## config.mk

```make
export PLATFORM = sky130hd
export DESIGN_NAME = mem_stage
export DESIGN_NICKNAME = d
export VERILOG_FILES = /design/src/rtl/mem_pkg.sv /design/src/rtl/mem_align.sv /design/src/rtl/mem_stage.sv
export SDC_FILE = /design/constraint.sdc
export NUM_CORES = 1
export LEC_CHECK = 0
export CAP_MARGIN = 20
export CORE_MARGIN = 2
export CORE_UTILIZATION = 47
export DETAILED_ROUTE_END_ITERATION = 12
export PLACE_DENSITY = 0.95
export SETUP_SLACK_MARGIN = 0.2
export SYNTH_ARGS = -nofsm -noshare
export SYNTH_HDL_FRONTEND = slang
export SYNTH_SLANG_ARGS = --single-unit
```

## constraint.sdc

```tcl
create_clock -name clk -period 5 [get_ports clk]
set_input_delay 0.75 -clock clk [delete_from_list [all_inputs] [get_ports clk]]
set_output_delay 0.75 -clock clk [all_outputs]
set_load 0.005 [all_outputs]
```

## src/rtl/mem_pkg.sv

```systemverilog
// Shared encodings for the MEM pipeline stage.
package mem_pkg;

   typedef enum logic [1:0] {
      MR_NONE = 2'b00,
      MR_LW   = 2'b01,
      MR_LB   = 2'b10,
      MR_LBU  = 2'b11
   } mem_read_e;

   typedef enum logic [1:0] {
      MW_NONE = 2'b00,
      MW_SW   = 2'b01,
      MW_SB   = 2'b10,
      MW_SH   = 2'b11
   } mem_write_e;

   typedef enum logic {
      ST_IDLE = 1'b0,
      ST_WAIT = 1'b1
   } mem_state_e;

   localparam int ACK_TIMEOUT_DEF = 255;

endpackage

```

## src/rtl/mem_align.sv

```systemverilog
// Byte-lane steering for stores, load extraction/extension, misalignment detect.
module mem_align
   import mem_pkg::*;
(
   input  mem_write_e  st_op,
   input  mem_read_e   chk_ld_op,
   input  logic [1:0]  addr_lo,
   input  logic [31:0] wdata,
   input  mem_read_e   ld_op,
   input  logic [1:0]  ld_off,
   input  logic [31:0] rdata,
   output logic [3:0]  be,
   output logic [31:0] wdata_lane,
   output logic [31:0] rdata_fmt,
   output logic        misalign
);

   logic [7:0] ld_byte;

   // store lanes: sub-word data is replicated so the enabled lane always carries it
   always_comb begin
      be         = 4'b1111;
      wdata_lane = wdata;
      case (st_op)
         MW_SB: begin
            be         = 4'b0001 << addr_lo;
            wdata_lane = {4{wdata[7:0]}};
         end
         MW_SH: begin
            be         = 4'b0011 << addr_lo;
            wdata_lane = {2{wdata[15:0]}};
         end
         default: ;
      endcase
   end

   // word accesses need both low bits clear, halfword stores need bit 0 clear
   always_comb begin
      misalign = 1'b0;
      if ((st_op == MW_SW || chk_ld_op == MR_LW) && addr_lo != 2'b00)
         misalign = 1'b1;
      if (st_op == MW_SH && addr_lo[0])
         misalign = 1'b1;
   end

   // little-endian byte pick followed by sign or zero extension
   always_comb begin
      ld_byte = 8'(rdata >> {ld_off, 3'b000});
      case (ld_op)
         MR_LB:   rdata_fmt = {{24{ld_byte[7]}}, ld_byte};
         MR_LBU:  rdata_fmt = {24'h0, ld_byte};
         default: rdata_fmt = rdata;
      endcase
   end

endmodule

```

## src/rtl/mem_stage.sv

```systemverilog
// MEM pipeline stage: data-memory bus sequencing and the MEM/WB register.
//
// state   | meaning
// --------+--------------------------------------------------------------
// ST_IDLE | no access outstanding; non-memory ops pass straight to MEM/WB
// ST_WAIT | request on the bus, waiting for mem_ack or the ack timeout
module mem_stage
   import mem_pkg::*;
#(
   parameter int ACK_TIMEOUT = ACK_TIMEOUT_DEF
)(
   input  logic        clk,
   input  logic        reset,
   input  logic        valid_in,
   input  logic [31:0] Aluout_in,
   input  logic [31:0] wdata_in,
   input  logic [4:0]  rd_in,
   input  logic        RegWrite_in,
   input  logic        MemtoReg_in,
   input  logic [1:0]  MemRead_in,
   input  logic [1:0]  MemWrite_in,
   output logic        mem_req,
   output logic        mem_we,
   output logic [31:0] mem_addr,
   output logic [31:0] mem_wdata,
   output logic [3:0]  mem_be,
   input  logic [31:0] mem_rdata,
   input  logic        mem_ack,
   output logic [31:0] Aluout_mem,
   output logic [31:0] Rdata_mem,
   output logic [4:0]  rd_mem,
   output logic        RegWrite_mem,
   output logic [1:0]  MemRead_mem,
   output logic        keep_mem,
   output logic [4:0]  rd_wb,
   output logic        RegWrite_wb,
   output logic [31:0] data_wb,
   output logic        exc_misalign,
   output logic        bus_err
);

   localparam int CW = $clog2(ACK_TIMEOUT + 1);

   mem_state_e    state_q, state_d;
   logic [CW-1:0] cnt_q, cnt_d;
   logic          req_q, req_d, we_q, we_d;
   logic [31:0]   addr_q, addr_d, wdat_q, wdat_d;
   logic [3:0]    be_q, be_d;
   mem_read_e     ld_op_q, ld_op_d;
   logic [31:0]   ld_alu_q, ld_alu_d;
   logic [4:0]    ld_rd_q, ld_rd_d, rd_wb_q, rd_wb_d;
   logic          ld_rw_q, ld_rw_d, ld_m2r_q, ld_m2r_d;
   logic          rw_wb_q, rw_wb_d, exc_q, exc_d, berr_q, berr_d;
   logic [31:0]   data_wb_q, data_wb_d;

   mem_read_e     rd_op;
   mem_write_e    wr_op;
   logic          is_mem_op, is_store, misalign, issue, tc_hit, ack_done;
   logic [3:0]    be_lane;
   logic [31:0]   wdata_lane, rdata_fmt;

   assign rd_op     = mem_read_e'(MemRead_in);
   assign wr_op     = mem_write_e'(MemWrite_in);
   assign is_mem_op = (rd_op != MR_NONE) || (wr_op != MW_NONE);
   assign is_store  = (wr_op != MW_NONE) && (rd_op == MR_NONE);
   assign issue     = (state_q == ST_IDLE) && valid_in && is_mem_op && !misalign;
   assign tc_hit    = (state_q == ST_WAIT) && (cnt_q == '0);
   assign ack_done  = (state_q == ST_WAIT) && mem_ack;

   mem_align u_align (
      .st_op      (is_store ? wr_op : MW_NONE),
      .chk_ld_op  (rd_op),
      .addr_lo    (Aluout_in[1:0]),
      .wdata      (wdata_in),
      .ld_op      (ld_op_q),
      .ld_off     (ld_alu_q[1:0]),
      .rdata      (mem_rdata),
      .be         (be_lane),
      .wdata_lane (wdata_lane),
      .rdata_fmt  (rdata_fmt),
      .misalign   (misalign)
   );

   assign keep_mem     = issue || ((state_q == ST_WAIT) && !mem_ack && !tc_hit);
   assign Aluout_mem   = Aluout_in;
   assign rd_mem       = rd_in;
   assign MemRead_mem  = MemRead_in;
   assign RegWrite_mem = RegWrite_in & valid_in;
   assign Rdata_mem    = ack_done ? rdata_fmt : 32'h0;

   assign mem_req      = req_q;
   assign mem_we       = we_q;
   assign mem_addr     = addr_q;
   assign mem_wdata    = wdat_q;
   assign mem_be       = be_q;
   assign rd_wb        = rd_wb_q;
   assign RegWrite_wb  = rw_wb_q;
   assign data_wb      = data_wb_q;
   assign exc_misalign = exc_q;
   assign bus_err      = berr_q;

   // next-state, bus and MEM/WB logic; MEM/WB defaults to a bubble
   always_comb begin
      state_d   = state_q;
      cnt_d     = cnt_q;
      req_d     = req_q;
      we_d      = we_q;
      addr_d    = addr_q;
      wdat_d    = wdat_q;
      be_d      = be_q;
      ld_op_d   = ld_op_q;
      ld_alu_d  = ld_alu_q;
      ld_rd_d   = ld_rd_q;
      ld_rw_d   = ld_rw_q;
      ld_m2r_d  = ld_m2r_q;
      rd_wb_d   = 5'd0;
      rw_wb_d   = 1'b0;
      data_wb_d = 32'h0;
      exc_d     = 1'b0;
      berr_d    = 1'b0;
      case (state_q)
         ST_IDLE: begin
            if (valid_in && is_mem_op) begin
               if (misalign) begin
                  exc_d = 1'b1;
               end else begin
                  req_d    = 1'b1;
                  we_d     = is_store;
                  addr_d   = {Aluout_in[31:2], 2'b00};
                  wdat_d   = wdata_lane;
                  be_d     = be_lane;
                  ld_op_d  = is_store ? MR_NONE : rd_op;
                  ld_alu_d = Aluout_in;
                  ld_rd_d  = rd_in;
                  ld_rw_d  = RegWrite_in;
                  ld_m2r_d = MemtoReg_in;
                  cnt_d    = CW'(ACK_TIMEOUT);
                  state_d  = ST_WAIT;
               end
            end else begin
               rd_wb_d   = rd_in;
               rw_wb_d   = RegWrite_in & valid_in;
               data_wb_d = Aluout_in;
            end
         end
         ST_WAIT: begin
            if (mem_ack) begin
               req_d   = 1'b0;
               we_d    = 1'b0;
               state_d = ST_IDLE;
               if (ld_op_q != MR_NONE) begin
                  rd_wb_d   = ld_rd_q;
                  rw_wb_d   = ld_rw_q;
                  data_wb_d = ld_m2r_q ? rdata_fmt : ld_alu_q;
               end
            end else if (tc_hit) begin
               req_d   = 1'b0;
               we_d    = 1'b0;
               berr_d  = 1'b1;
               state_d = ST_IDLE;
            end else begin
               cnt_d = cnt_q - 1'b1;
            end
         end
         default: state_d = ST_IDLE;
      endcase
   end

   // state, bus and MEM/WB registers; reset abandons any outstanding access
   always_ff @(posedge clk or negedge reset) begin
      if (!reset) begin
         state_q   <= ST_IDLE;
         cnt_q     <= '0;
         req_q     <= 1'b0;
         we_q      <= 1'b0;
         addr_q    <= 32'h0;
         wdat_q    <= 32'h0;
         be_q      <= 4'h0;
         ld_op_q   <= MR_NONE;
         ld_alu_q  <= 32'h0;
         ld_rd_q   <= 5'd0;
         ld_rw_q   <= 1'b0;
         ld_m2r_q  <= 1'b0;
         rd_wb_q   <= 5'd0;
         rw_wb_q   <= 1'b0;
         data_wb_q <= 32'h0;
         exc_q     <= 1'b0;
         berr_q    <= 1'b0;
      end else begin
         state_q   <= state_d;
         cnt_q     <= cnt_d;
         req_q     <= req_d;
         we_q      <= we_d;
         addr_q    <= addr_d;
         wdat_q    <= wdat_d;
         be_q      <= be_d;
         ld_op_q   <= ld_op_d;
         ld_alu_q  <= ld_alu_d;
         ld_rd_q   <= ld_rd_d;
         ld_rw_q   <= ld_rw_d;
         ld_m2r_q  <= ld_m2r_d;
         rd_wb_q   <= rd_wb_d;
         rw_wb_q   <= rw_wb_d;
         data_wb_q <= data_wb_d;
         exc_q     <= exc_d;
         berr_q    <= berr_d;
      end
   end

endmodule
```

# Word-level counts from Yosys, hierarchy flattened
# Cells that the tools add are included.
[word_totals]
reg_bits = 158
input_bits = 111
word_cells = 106
output_inout_bits = 183
[op_classes]
n_mux = 45
reduce_logical = 26
shift = 3
bitwise_logic = 3
addsub = 1
eq_ne = 11
[ops]
columns = ["cell", "n"]
rows = [
  ["$pmux 32 s2", 3],
  ["$mux 32", 5],
  ["$mux 8", 4],
  ["$shr 32x5->8", 1],
  ["$mux 1", 21],
  ["$pmux 8 s2", 1],
  ["$mux 5", 3],
  ["$logic_and 1x1->1", 11],
  ["$pmux 5 s2", 1],
  ["$eq 2x2->1 const B", 4],
  ["$logic_not 8->1", 1],
  ["$pmux 1 s2", 4],
  ["$pmux 4 s2", 1],
  ["$reduce_bool 2->1", 4],
  ["$sub 8x1->8 const B", 1],
  ["$ne 2x2->1 const B", 3],
  ["$reduce_and 3->1", 2],
  ["$eq 2x1->1 const B", 2],
  ["$mux 2", 2],
  ["$reduce_and 4->1", 1],
  ["$shl 1x2->4 const A", 1],
  ["$shl 2x2->4 const A", 1],
  ["$logic_not 1->1", 3],
  ["$logic_or 1x1->1", 3],
  ["other kinds (5)", 6],
]

# Longest topological paths before layout
[logic_depth]
depth_word = 11
depth_mapped = 7
depth_no_buf = 6

# Modules after synthesis
# Synthesis repeated with hierarchy kept, for this count alone.
[hier_totals]
hier_cells = 814
hier_area_um2 = 7179.4
[modules_own_cells]
columns = ["mod", "instances", "cells_each", "seq_area_each_um2", "area_each_um2"]
rows = [
  ["mem_stage", 1, 659, 3203.1, 6052.1],
  ["mem_align", 1, 155, 0.0, 1127.3],
]

# Worst setup path after synthesis
# OpenSTA, ideal clock, no wires.
[synth_path]
path_type = "input port to output port"
from = "in mem_rdata[31]"
to = "out Rdata_mem[11]"
required_time_ns = 4.250
path_buffers = 2
stages = 5
arrival_ns = 1.779
setup_slack_ns = 2.471
path_cell_list = "mux4_2 -> nand3b_1 -> buf_2 -> buf_2 -> a21oi_1"
[synth_via]
elab_chain_len = 3
[synth_rtl]
columns = ["item", "line", "text"]
rows = [
  ["start: declaration", "mem_stage.sv:27", "input logic [31:0] mem_rdata,"],
  ["$shr 32x5->8", "mem_align.sv:48", "ld_byte = 8'(rdata >> {ld_off, 3'b000});"],
  ["$pmux 32 s2", "mem_align.sv:49", "case (ld_op)"],
  ["$mux 32", "mem_stage.sv:89", "assign Rdata_mem = ack_done ? rdata_fmt : 32'h0;"],
  ["end: declaration", "mem_stage.sv:30", "output logic [31:0] Rdata_mem,"],
]
# No other way between the ends.

# Worst setup path in the final report
[layout_path]
from = "in mem_rdata[15]"
to = "out Rdata_mem[29]"
# The elaborated chain is that of the path after synthesis.

==> summary.txt <==
Outcome
  – Status: finished clean

Worst setup path
  – Crit path arrival time: 3.02 ns
  – Worst r2r src: ld_alu_q[0]
  – Worst Path Required: 4.25 ns
  – RR Endpoint: data_wb[12]
  – Crit-path max FO: between 40 and 50
  – CP Capture Type: output port
  – R2R Setup Slk: 2.58 ns
  – Critical path class: primary input to output port
  – Startpoint types: primary input
  – R2R depth: 5

Global routing
  – Met3 track demand over resource: under 10%
  – Met1 Resource Use GR: between 30% and 40%
  – Antenna violations before repair: 0
  – Met2 usage: 46.0%
  – First-pass GRT wire length: 34300 um
  – Total global routing track utilization: ~28%
  – Vias in the first global route: 6098
  – Total gr overflow: 0
  – Largest net degree at the start of global routing: 94
  – GRT busiest layer: met2

Floorplanning
  – Chip Width: 125 um
  – Initial Utilization: 47.7%
  – IO Pins: 294
  – Core ar.: 14400 um^2
  – FP Rows: 44
  – Die area: between 15000 and 20000 um^2
  – Die H: around 130 um

Timing
  – Fmax: 265 MHz
  – Final Cycle Share: 75.5%
  – Worst-Margin Slew: 1.06 ns
  – Unrepaired setup endpoints after global routing: no
  – Final hold vios: 0
  – Fin Setup TNS: 0 ns
  – Max_slew headroom: 28.9%
  – Final Max Slew Viols: 0
  – Finish-stage setup viols: 0
  – Skew final: 0.00784 ns
  – Period minus WS final: 3.77 ns

Clocking
  – Htree depth: 4
  – Cts bufs inserted: 17
  – Hold Buf Count CTS: 0
  – Root buffer cell: clkbuf_16
  – PostCTS Resize Cnt: 0
  – Clock sink count: 128
  – Max clock buf depth: 2
  – CTS tree: done
  – Skew-Pair Late Insertion Delay: a little over 0.4 ns
  – Post-CTS Setup Repair Bufs: 0
  – Clk slew on worst S/H paths: 0.06 ns

Cells and area
  – Register area: approximately 3200 um^2
  – Multi-input gate area: roughly 2900 um^2
  – FILL cells: 1039
  – Area grow syn2layout: 44.4%
  – Post-route insts no fill: around 1000
  – Nets@finish: 950
  – Post-layout util: around 70%
  – Layout cells sized above 1: 14.0%
  – Inserted Diodes: 0

Logic synthesis
  – Post-synth EDFFs: 0
  – Top_reg_cell synth: dfrtp_1
  – Mean post-synth cell area: 10.9 um^2
  – Ys Warns: 0
  – Post-Syn Area: 6880 um^2
  – Number of library cell types mapped by synthesis: 50
  – Share of async-settable or async-resettable flops after synthesis: 100%
  – Mapped Cells: 631
  – Number of synthesized register bits: 128
  – Post-synthesis sequential area ratio: 46.5%

Min path
  – HP Class: primary input to async pin

Run
  – Max-cap violations: 0

Pwr
  – NetSw: ~1.2 mW
  – Clock share of power: 30.4%
  – Sequential power share: around 36%
  – Tot Pwr: 4.05 mW
  – Int Pwr: 2.82 mW
  – Max VDD drop: 0.258 mV
  – Leak: 4.06 nW
  – P per Cell Area: between 400 and 500 nW/um^2
  – Sw Ratio: a little under a third
  – Logic pwr share: 33.8%

Placed design
  – HPWL after DPL: approximately 15000 um
  – Count of input and output buffers: 291
  – Placed cells: 1002
  – Gpl congestion: 0.890

Detailed routing
  – TritonRoute pass-1 iters: 5
  – DRT Wirelength: about 22000 um
  – DRC viols: 0
  – Post-DRT Antenna Nets: 0
  – DR vias/cell: 5.66
  – Detailed Route Iter0 Violations: 460
  – Vias: ~6000
  – Drt wl/cell: between 20 and 25 um
registers in the layout, indices dropped and copies added, names as in the netlist, 2 cells and up:
register and cells:
rd_wb 5, ld_rd_q 5, cnt_q 8, ld_alu_q 32, ld_op_q 2, mem_wdata 32
data_wb 32, mem_be 4
routing by layer:
metal  vias to the layer above  part of all wire (%)
li1                       2583                     -
met1                      2874                    39
met2                       343                    49
met3                        57                   8.2
met4                         0                   3.3
met5                         -                     0
Yosys cell counts (2+ instances only):
cell	count	share of area (%)
a21oi_1	26	1.9
a21oi_2	2	0.25
a22o_1	30	3.8
a22oi_1	2	0.22
a31oi_1	25	2.3
a32oi_1	7	0.89
and2_1	10	0.91
buf_1	2	0.11
buf_2	12	0.87
buf_4	74	8.1
buf_6	8	1.3
clkbuf_1	17	0.93
dfrtp_1	128	47
ha_1	2	0.36
inv_1	16	0.87
mux2_1	18	2.9
mux2_2	66	11
mux2i_1	25	3.6
nand2_1	18	0.98
nand2b_1	32	2.9
nand3_1	2	0.15
nand3b_1	2	0.22
nor2_1	44	2.4
nor3_1	9	0.65
nor3b_1	3	0.33
o21ai_0	15	1.1
o2bb2ai_1	7	0.89
o31ai_1	7	0.76
cells in the final DEF, fill, tap and decap left out, types with 3 or more instances in the layout:
| master | count |
|---|---|
| mux2i_1 | 25 |
| nand2_1 | 18 |
| o2bb2ai_1 | 7 |
| a31oi_1 | 25 |
| o21ai_0 | 15 |
| clkinv_2 | 4 |
| and2_1 | 10 |
| clkdlybuf4s50_1 | 290 |
| clkinvlp_4 | 3 |
| a21oi_1 | 26 |
| nor2_1 | 43 |
| clkbuf_16 | 17 |
| a32oi_1 | 7 |
| o31ai_1 | 7 |
| nor3_1 | 9 |
| buf_4 | 9 |
| a22o_1 | 30 |
| mux2_2 | 66 |
| mux2_1 | 18 |
| dfrtp_1 | 127 |
| inv_1 | 16 |
| clkinv_4 | 3 |
| nand2b_1 | 32 |
stage by stage:
step	hold WS, ns	setup slack (ns)	instance area (um^2)
detailed placement	0.477	1.27	9340
floorplan	0.454	2.47	6890
finish	0.373	1.23	9930
global route	0.455	1.15	9930
CTS	0.449	1.28	9930
global placement	0.471	1.36	9340
cells by family (layout without fill, tap and decap cells):
family	Yosys count	in the layout	share of synthesized area (%)
AND/OR/NAND/NOR	127	127	9.45
other	1	2	0.0545
flip-flops	128	128	46.5
AO/OA/AOI/OAI	130	130	13.2
adder cells (fa/ha/maj)	2	2	0.364
XOR/XNOR	2	2	0.255
buffers and inverters	130	348	12.2
multiplexers	111	111	17.9
critical path, cell delays in order:
cell and delay [ns]:
clkdlybuf4s50_1 0.46, mux4_2 0.49, nand3b_1 0.16, buf_4 0.47, a21oi_1 0.16, clkdlybuf4s50_1 0.50
how the worst max path moves through the flow:
| stage | from | endpoint | slack [ns] | cells after the start |
|---|---|---|---|---|
| after global placement | mem_rdata[15] | Rdata_mem[22] | 1.36 | 6 |
| after CTS | mem_rdata[15] | Rdata_mem[29] | 1.28 | 6 |
| after floorplan | mem_rdata[31] | Rdata_mem[11] | 2.47 | 5 |
| after detailed placement | mem_rdata[15] | Rdata_mem[29] | 1.27 | 6 |
| after global routing | mem_rdata[15] | Rdata_mem[18] | 1.15 | 6 |
| final | mem_rdata[15] | Rdata_mem[29] | 1.23 | 6 |
cell type report:
type | count | share of cell area [%]
flip-flops and latches | 128 | 32.3
repair buffers | 300 | 30.0
multi-input cells | 374 | 28.9
clock buffers | 19 | 4.56
well taps | 184 | 2.32
clock inverters | 13 | 1.39
inverters | 16 | 0.605
power groups by stage:
stage	Sequential, mW	Combinational [mW]	Clock (mW)
after floorplan	1.41	0.725	0
after global placement	1.44	1.33	0
after detailed placement	1.46	1.36	0
after CTS	1.45	1.37	1.25
after global routing	1.48	1.47	1.29
final	1.45	1.37	1.23
Note: power is estimated with default switching activity, not from simulation.
